$ cat src/rtl/trap_flush_unit.sv
// Trap/flush controller: precise exceptions, interrupt drain and trap entry.
// Optional trap counters are enabled by defining TFU_TRAP_COUNT_EN.
module trap_flush_unit #(
  parameter int XLEN      = 32,
  parameter int NSTAGE    = 5,
  parameter int DRAIN_MAX = 15
) (
  input  logic                   clk,
  input  logic                   rst_n,
  input  logic [NSTAGE-1:0]      stage_valid,
  input  logic [NSTAGE-1:0]      stage_exc,
  input  logic [NSTAGE*XLEN-1:0] stage_pc,
  input  logic [NSTAGE*XLEN-1:0] stage_exc_vec,
  input  logic                   irq_pending,
  input  logic                   irq_enable,
  input  logic                   stall,
  input  logic [XLEN-1:0]        irq_vector,
  output logic [NSTAGE-1:0]      flush,
  output logic                   hold_fetch,
  output logic                   pc_redirect,
  output logic                   busy,
  output logic                   irq_taken,
  output logic                   exc_taken,
  output logic                   drain_timeout,
  output logic [XLEN-1:0]        redirect_pc,
  output logic [XLEN-1:0]        mepc,
  output logic                   trap_is_irq
`ifdef TFU_TRAP_COUNT_EN
  ,
  output logic [15:0]            irq_count,
  output logic [15:0]            exc_count
`endif
);

  typedef enum logic [1:0] {
    ST_IDLE  = 2'd0,
    ST_DRAIN = 2'd1,
    ST_TRAP  = 2'd2
  } state_t;

  state_t            state_r, state_nxt_s;
  logic [7:0]        drain_cnt_r, drain_cnt_nxt_s;
  logic [XLEN-1:0]   mepc_r, mepc_nxt_s;
  logic [XLEN-1:0]   vec_r, vec_nxt_s;
  logic              trap_is_irq_r, trap_is_irq_nxt_s;

  logic [NSTAGE-1:0] exc_req_s;
  logic [NSTAGE-1:0] exc_mask_s;
  logic              exc_hit_s;
  logic              take_exc_s;
  logic [XLEN-1:0]   exc_pc_s;
  logic [XLEN-1:0]   exc_vec_s;
  logic              mid_busy_s;
  logic [XLEN-1:0]   mid_pc_s;

  assign exc_req_s  = stage_valid & stage_exc;
  assign exc_hit_s  = |exc_req_s;
  assign take_exc_s = exc_hit_s && (state_r != ST_TRAP);
  assign mid_busy_s = |stage_valid[NSTAGE-2:1];

  // Oldest excepting stage wins; the kill mask covers it and everything younger.
  always_comb begin
    exc_pc_s   = '0;
    exc_vec_s  = '0;
    exc_mask_s = '0;
    for (int i = 0; i < NSTAGE; i++) begin
      exc_pc_s  = exc_req_s[i] ? stage_pc[i*XLEN +: XLEN]      : exc_pc_s;
      exc_vec_s = exc_req_s[i] ? stage_exc_vec[i*XLEN +: XLEN] : exc_vec_s;
    end
    for (int i = NSTAGE - 1; i >= 0; i--) begin
      exc_mask_s[i] = exc_req_s[i] | ((i < NSTAGE - 1) ? exc_mask_s[i+1] : 1'b0);
    end
  end

  // Resume point on drain timeout: oldest instruction still in flight mid-pipe.
  always_comb begin
    mid_pc_s = '0;
    for (int i = 1; i < NSTAGE - 1; i++) begin
      mid_pc_s = stage_valid[i] ? stage_pc[i*XLEN +: XLEN] : mid_pc_s;
    end
  end

  // Next-state and output decode; everything reads 0 while reset is held.
  always_comb begin
    flush             = '0;
    hold_fetch        = 1'b0;
    pc_redirect       = 1'b0;
    redirect_pc       = '0;
    busy              = 1'b0;
    irq_taken         = 1'b0;
    exc_taken         = 1'b0;
    drain_timeout     = 1'b0;
    state_nxt_s       = state_r;
    drain_cnt_nxt_s   = drain_cnt_r;
    mepc_nxt_s        = mepc_r;
    vec_nxt_s         = vec_r;
    trap_is_irq_nxt_s = trap_is_irq_r;
    if (!rst_n) begin
      state_nxt_s = ST_IDLE;
    end else if (take_exc_s) begin
      // Exceptions preempt both idle and an in-progress interrupt drain.
      busy              = (state_r != ST_IDLE);
      hold_fetch        = (state_r == ST_DRAIN);
      flush             = exc_mask_s;
      pc_redirect       = 1'b1;
      redirect_pc       = exc_vec_s;
      exc_taken         = 1'b1;
      mepc_nxt_s        = exc_pc_s;
      trap_is_irq_nxt_s = 1'b0;
      state_nxt_s       = ST_IDLE;
    end else begin
      case (state_r)
        ST_IDLE: begin
          if (irq_pending && irq_enable && !stall) begin
            state_nxt_s     = ST_DRAIN;
            vec_nxt_s       = irq_vector;
            mepc_nxt_s      = stage_pc[XLEN-1:0];
            drain_cnt_nxt_s = 8'd0;
          end else begin
            state_nxt_s = ST_IDLE;
          end
        end
        ST_DRAIN: begin
          busy            = 1'b1;
          hold_fetch      = 1'b1;
          flush[0]        = 1'b1;
          drain_cnt_nxt_s = (drain_cnt_r == 8'hFF) ? drain_cnt_r : drain_cnt_r + 8'd1;
          if (!irq_enable) begin
            state_nxt_s = ST_IDLE;
          end else begin
            if (stage_valid[NSTAGE-1]) begin
              mepc_nxt_s = stage_pc[(NSTAGE-1)*XLEN +: XLEN] + XLEN'(32'd4);
            end else begin
              mepc_nxt_s = mepc_r;
            end
            if (!mid_busy_s) begin
              state_nxt_s       = ST_TRAP;
              trap_is_irq_nxt_s = 1'b1;
            end else if (drain_cnt_r == 8'(DRAIN_MAX)) begin
              drain_timeout     = 1'b1;
              mepc_nxt_s        = mid_pc_s;
              state_nxt_s       = ST_TRAP;
              trap_is_irq_nxt_s = 1'b1;
            end else begin
              state_nxt_s = ST_DRAIN;
            end
          end
        end
        ST_TRAP: begin
          busy        = 1'b1;
          flush       = {1'b0, {(NSTAGE-1){1'b1}}};
          pc_redirect = 1'b1;
          redirect_pc = vec_r;
          irq_taken   = 1'b1;
          state_nxt_s = ST_IDLE;
        end
        default: begin
          state_nxt_s = ST_IDLE;
        end
      endcase
    end
  end

  // State and trap context registers.
  always_ff @(posedge clk or negedge rst_n) begin
    if (!rst_n) begin
      state_r       <= ST_IDLE;
      drain_cnt_r   <= 8'd0;
      mepc_r        <= '0;
      vec_r         <= '0;
      trap_is_irq_r <= 1'b0;
    end else begin
      state_r       <= state_nxt_s;
      drain_cnt_r   <= drain_cnt_nxt_s;
      mepc_r        <= mepc_nxt_s;
      vec_r         <= vec_nxt_s;
      trap_is_irq_r <= trap_is_irq_nxt_s;
    end
  end

  assign mepc        = mepc_r;
  assign trap_is_irq = trap_is_irq_r;

`ifdef TFU_TRAP_COUNT_EN
  // Saturating trap event counters.
  always_ff @(posedge clk or negedge rst_n) begin
    if (!rst_n) begin
      irq_count <= 16'd0;
      exc_count <= 16'd0;
    end else begin
      if (irq_taken && (irq_count != 16'hFFFF)) begin
        irq_count <= irq_count + 16'd1;
      end else begin
        irq_count <= irq_count;
      end
      if (exc_taken && (exc_count != 16'hFFFF)) begin
        exc_count <= exc_count + 16'd1;
      end else begin
        exc_count <= exc_count;
      end
    end
  end
`endif

endmodule
$ cat config.mk
export PLATFORM = sky130hd
export DESIGN_NAME = trap_flush_unit
export DESIGN_NICKNAME = d
export VERILOG_FILES = /design/src/rtl/trap_flush_unit.sv
export SDC_FILE = /design/constraint.sdc
export NUM_CORES = 1
export LEC_CHECK = 0
export ABC_AREA = 1
export ABC_CLOCK_PERIOD_IN_PS = 4400
export CAP_MARGIN = 25
export CORE_AREA = 2 2 172 174
export CTS_CLUSTER_SIZE = 8
export DETAILED_ROUTE_END_ITERATION = 10
export DIE_AREA = 0 0 174 176
export SYNTH_ARGS = -nofsm -noshare
export SYNTH_HDL_FRONTEND = slang
export SYNTH_SLANG_ARGS = --single-unit
$ cat constraint.sdc
create_clock -name clk -period 4.4 [get_ports clk]
set_clock_uncertainty 0.15 [all_clocks]
set_input_delay 0.66 -clock clk [delete_from_list [all_inputs] [get_ports clk]]
set_output_delay 0.66 -clock clk [all_outputs]
set_load 0.02 [all_outputs]
Yosys cells after proc, flatten, opt, wreduce, memory -nomap -nowiden
Cells that the tools add are included.
{ "classes": {"n_eq_ne": 10, "n_addsub": 2, "bitwise_logic": 6, "muxes": 60, "reduce_logical": 17} }
{ "op_table": {"columns": ["cell", "count"], "rows": [
  ["$mux W32", 22],
  ["$pmux W32 S2", 1],
  ["$add A32 B3 Y32 const B", 1],
  ["$mux W1", 25],
  ["$mux W8", 2],
  ["$pmux W8 S2", 1],
  ["$reduce_and A4 Y1", 3],
  ["$mux W2", 5],
  ["$mux W5", 2],
  ["$add A8 B1 Y8 const B", 1],
  ["$eq A8 B4 Y1 const B", 1],
  ["$eq A8 B8 Y1 const B", 1],
  ["$reduce_bool A2 Y1", 4],
  ["$ne A2 B2 Y1 const B", 3],
  ["$ne A3 B3 Y1 const B", 2],
  ["$and A5 B5 Y5", 1],
  ["$reduce_and A5 Y1", 1],
  ["$reduce_or A5 Y1", 1],
  ["$or A1 B1 Y1", 4],
  ["$pmux W2 S2", 1],
  ["$logic_and A1 B1 Y1", 3],
  ["$mux W3", 1],
  ["$ne A3 B2 Y1 const B", 1],
  ["$reduce_bool A3 Y1", 1],
  ["7 further kinds", 7]
]} }
{ "word_totals": {"regBits": 75, "out_inout_bits": 76} }

Logic depth before layout (Yosys ltp)
Gate-level depths: netlist of the first run.
{ "depth": {"ltp_word": 8, "mapped_depth": 14} }

Worst setup path before layout of the first run
Ideal clock, no wire load.
{ "synth_timing": {"path_type": "input to output", "from": "in stage_valid[2]", "to": "out redirect_pc[30]", "cell_stages": 9, "arrival_time_ns": 2.027, "setup_slack_ns": 1.563, "cell_sequence": "buf_2 nand2_2 inv_2 nor2_4 a31oi_4 nand2_2 clkinv_1 o21ai_0 o21ai_0"} }
{ "synth_between": {"elab_chain_cells": 6, "elab_cells_between_ends": 8, "cone_classes": "5 x mux; 1 x bitwise; 2 x reduce/logical"} }
{ "synth_rtl": {"columns": ["item", "line_no", "text"], "rows": [
  ["start, declared", "10", "input logic [NSTAGE-1:0] stage_valid,"],
  ["$and A5 B5 Y5 (*)", "56", "assign exc_req_s = stage_valid & stage_exc;"],
  ["$mux W32 (3 in series)", "68", "exc_vec_s = exc_req_s[i] ? stage_exc_vec[i*XLEN +: XLEN] : exc_vec_s;"],
  ["$mux W32 (*)", "100", "end else if (take_exc_s) begin"],
  ["$mux W32 (*)", "98", "if (!rst_n) begin"],
  ["end, declared", "25", "output logic [XLEN-1:0] redirect_pc,"]
]} }
Every way passes the cells marked *; elsewhere a longest branch is shown, timed or not.

Worst setup path in the final report of the first run
{ "layout_timing": {"from": "in stage_valid[1]", "to": "out redirect_pc[0]"} }
{ "layout_between": {"elab_chain_cells": 7, "elab_cells_between_ends": 9, "cone_classes": "6 x mux; 1 x bitwise; 2 x reduce/logical"} }
{ "layout_rtl": {"columns": ["item", "line_no"], "rows": [
  ["$and A5 B5 Y5 (*)", "56"],
  ["$mux W32 (4 in series)", "68"],
  ["$mux W32 (*)", "100"],
  ["$mux W32 (*)", "98"]
]} }
Marks and branches as above.

==> flow_summary_export.csv, run 1 <==
group,metric,value,unit
setup_path,cpPeakStageDelay,640,ps
clock_tree,hold_buffers,0,
clock_tree,cts_tree,"yes",
routing,vias,12300,
timing,rsz0062_at_grt,"false",
routing,viasPerCell,5.41,
synthesis,yosysMostFrequentCell,"nand2_1",
setup_path,cp_max_fo,20,
layout,stdcell_area,13900,sq um
grt,antenna_found_initial,9,
synthesis,synth-edff-count,0,
setup_path,cp.required,3590,ps
setup_path,crit_start,"stage_valid[1]",
placed_design,dp_hpwl,36.8,mm
synthesis,synth.area.top_cells,"dfrtp_1, nand2_1, a21oi_1",
power,powerDensity,230,nW/um^2
synthesis,synth_top_area_share,21.1,%
timing,max_slew.worst_pin.slew,956,ps
synthesis,synth_top_area_cell,"dfrtp_1",
synthesis,synth_cells,1493,
setup_path,path_class,"in -> out",
setup_path,crit_chain,"clkdlybuf4s50_1 > nand2_2 > inv_2 > buf_12 > nand2_1 > nand2_1 > a21oi_1 > o211ai_1 > o211ai_1 > nand2_1 > clkdlybuf4s50_1",
clock_tree,cts_root_buf,"clkbuf_16",
clock_tree,clk_path_buf_depth,2,
synthesis,yosysWarnings,0,
floorplan,die_w,174,um
floorplan,num_rows,62,
grt,grt_pass1_vias,12100,
grt,grt_pass1_wl,73.0,mm
setup_path,cp-start-kind,"input pin",
run,maxCapViolations,0,
timing,finalCritPeriodShare,90.2,%
placed_design,placedInstanceArea,13600,sq um
timing,setup_tns,0,ps
floorplan,die_h,176,um
grt,grtUsageTotal,31.0,%
setup_path,crit_top_cell,"nand2_1",
routing,drcViolationCount,0,
layout,drive_above_1_share,6.08,%
clock_tree,cts_made_buffers,9,
setup_path,rr_startpoint,"state_r[1]$_DFF_PN0_",
setup_path,cp-end-kind,"output pin",
placed_design,port_buffers,442,
setup_path,critPathSlowestCell,"clkdlybuf4s50_1",
routing,dr.pass1.iters,5,
hold_path,hold_path_class,"in -> async",
run_status,status,"complete, no violations",
floorplan,io_pins,443,
routing,avgRoutedWirePerCell,21.6,um
layout,synthToLayoutAreaGrowth,56.2,%
synthesis,ys_ff_latch,75,
timing,max_clock_freq,252,MHz
synthesis,netlist_area,8910,sq um
clock_tree,clock_latency,350,ps
synthesis,synth_nets,1865,
timing,hold_viol_final,0,
clock_tree,cts_resized,0,
routing,routed_wirelength,49.0,mm
placed_design,place_congestion,0.930,
floorplan,coreArea,28500,sq um
power,ir_worst_vdd,0.179,mV
routing,drt-initial-drc-count,1102,
setup_path,cp_data_arrival_time,3160,ps
clock_tree,htreeDepth,3,
grt,grt_max_degree,74,
clock_tree,clock_sinks,75,
floorplan,die-area,30600,sq um
clock_tree,post_cts_buffers,0,
grt,grt-ovfl-total,0,
power,leakagePower,5.93,nW
timing,max_slew_margin,36.2,%
synthesis,ys_types,45,
synthesis,synth-async-reset-ratio,100,%
floorplan,initial_core_util,31.2,%
timing,maxSlewViolCount,0,
synthesis,yosys_most_used_dff,"dfrtp_1",
clock_tree,clkTransAtPathRegs,70,ps
synthesis,synthTopCellsByCount,"nand2_1, a21oi_1, nor2_1, o21ai_0, o211ai_1",
synthesis,ys_seq_area_share,21.1,%
layout,num-nets-final,2243,
timing,final-setup-viol-count,0,
routing,final_antenna_net_count,0,
synthesis,syn_avg_cell_area,5.97,sq um
timing,period_minus_slack,3970,ps
## cell usage in the layout (no fill, tap or decap), types with 4 or more instances in the layout
cell and instances:
nor2_4 4, a22o_1 5, nand2_2 7, inv_1 84, o21ai_0 131, a21oi_1 175, ha_1 5, clkbuf_16 9
inv_2 5, a32oi_1 15, nand3_1 60, a21boi_0 4, nand2_4 4, or2_2 6, buf_4 26, o22ai_1 6
nand4_1 6, nand2_1 482, diode_2 8, buf_12 4, o211ai_1 88, dfrtp_1 75, nor3_1 9, a31oi_1 7
nor2_1 146, mux2_4 29, xor2_1 7, clkdlybuf4s50_1 439
## through the flow
step / setup slack (ps) / hold slack (ps) / util [%] / power, W / instances
5_1_grt: 272 / 71.3 / 48.8 / 0.00337 / 2268
3_3_place_gp: 411 / 341 / 47.6 / 0.00234 / 2244
6_report: 432 / 65.8 / 48.8 / 0.00321 / 2268
2_1_floorplan: 1560 / 214 / - / 0.00158 / 1493
3_5_place_dp: 380 / 343 / 47.6 / 0.00235 / 2244
4_1_cts: 371 / 66.1 / 48.7 / 0.00321 / 2260
## power breakdown
part | internal, W | switching (W) | total (W)
clock | 0.000502 | 0.000353 | 0.000855
combinational | 0.000724 | 0.000707 | 0.00143
sequential | 0.000817 | 0.000106 | 0.000923
total | 0.00204 | 0.00117 | 0.00321
## cell families (layout without fill, tap and decap cells)
family	after synthesis	in the layout	synth area share (%)
flip-flops	75	75	21.1
adder cells (fa/ha/maj)	5	5	0.702
XOR/XNOR	9	9	0.884
AND/OR/NAND/NOR	734	734	33.6
buffers and inverters	195	578	9.49
multiplexers	32	32	5.26
AO/OA/AOI/OAI	443	443	29.0
other	0	8	0
## state kept, by name, summed over array words and instances (netlist names)
signal       flops
vec_r           32
mepc            32
drain_cnt_r      8
trap_is_irq      1
state_r          2
## cell type report
| cell class | count | area [sq um] |
|---|---|---|
| inverters | 91 | 342 |
| well taps | 384 | 480 |
| diodes | 8 | 20.0 |
| flip-flops and latches | 75 | 1880 |
| clock inverters | 7 | 98.8 |
| fillers | 2987 | 14600 |
| multi-input cells | 1223 | 6200 |
| repair buffers | 471 | 4680 |
| clock buffers | 9 | 225 |
## routing by layer
layer	share of wire [%]	GRT usage, %	up-vias	routed length, um
met1	40	37.8	5732	19500
met2	48	53.9	653	23700
li1	-	-	5802	-
met5	0.031	0	-	15
met4	3.7	11.2	2	1800
met3	8.2	6.59	89	3990
## path summary, 6_finish.rpt
path,to,slack (ps),depth (start not counted)
worst min-delay path,state_r[1]$_DFF_PN0_,70,1
max in group asynchronous,mepc[20]$_DFFE_PN0P_,2810,2
worst max register to register,mepc[6]$_DFFE_PN0P_,1170,11
min in group clk,vec_r[15]$_DFFE_PN0P_,370,1
worst max-delay path,redirect_pc[0],430,11
worst min register to register,vec_r[15]$_DFFE_PN0P_,370,1
## worst max-delay path: cells and delay by family
family | cells | cell delay [ps]
and+or+nand+nor | 4 | 350
AOI/OAI and AO/OA | 3 | 410
buffers and inverters | 4 | 1730
(Power assumes the default switching activity.)
==> run 2: changes to the inputs <==
Settings changed: SKIP_CTS_REPAIR_TIMING from default to 1.
==> results of run 2 <==
The final DEF is identical to that of run 1; final timing and power are the same.
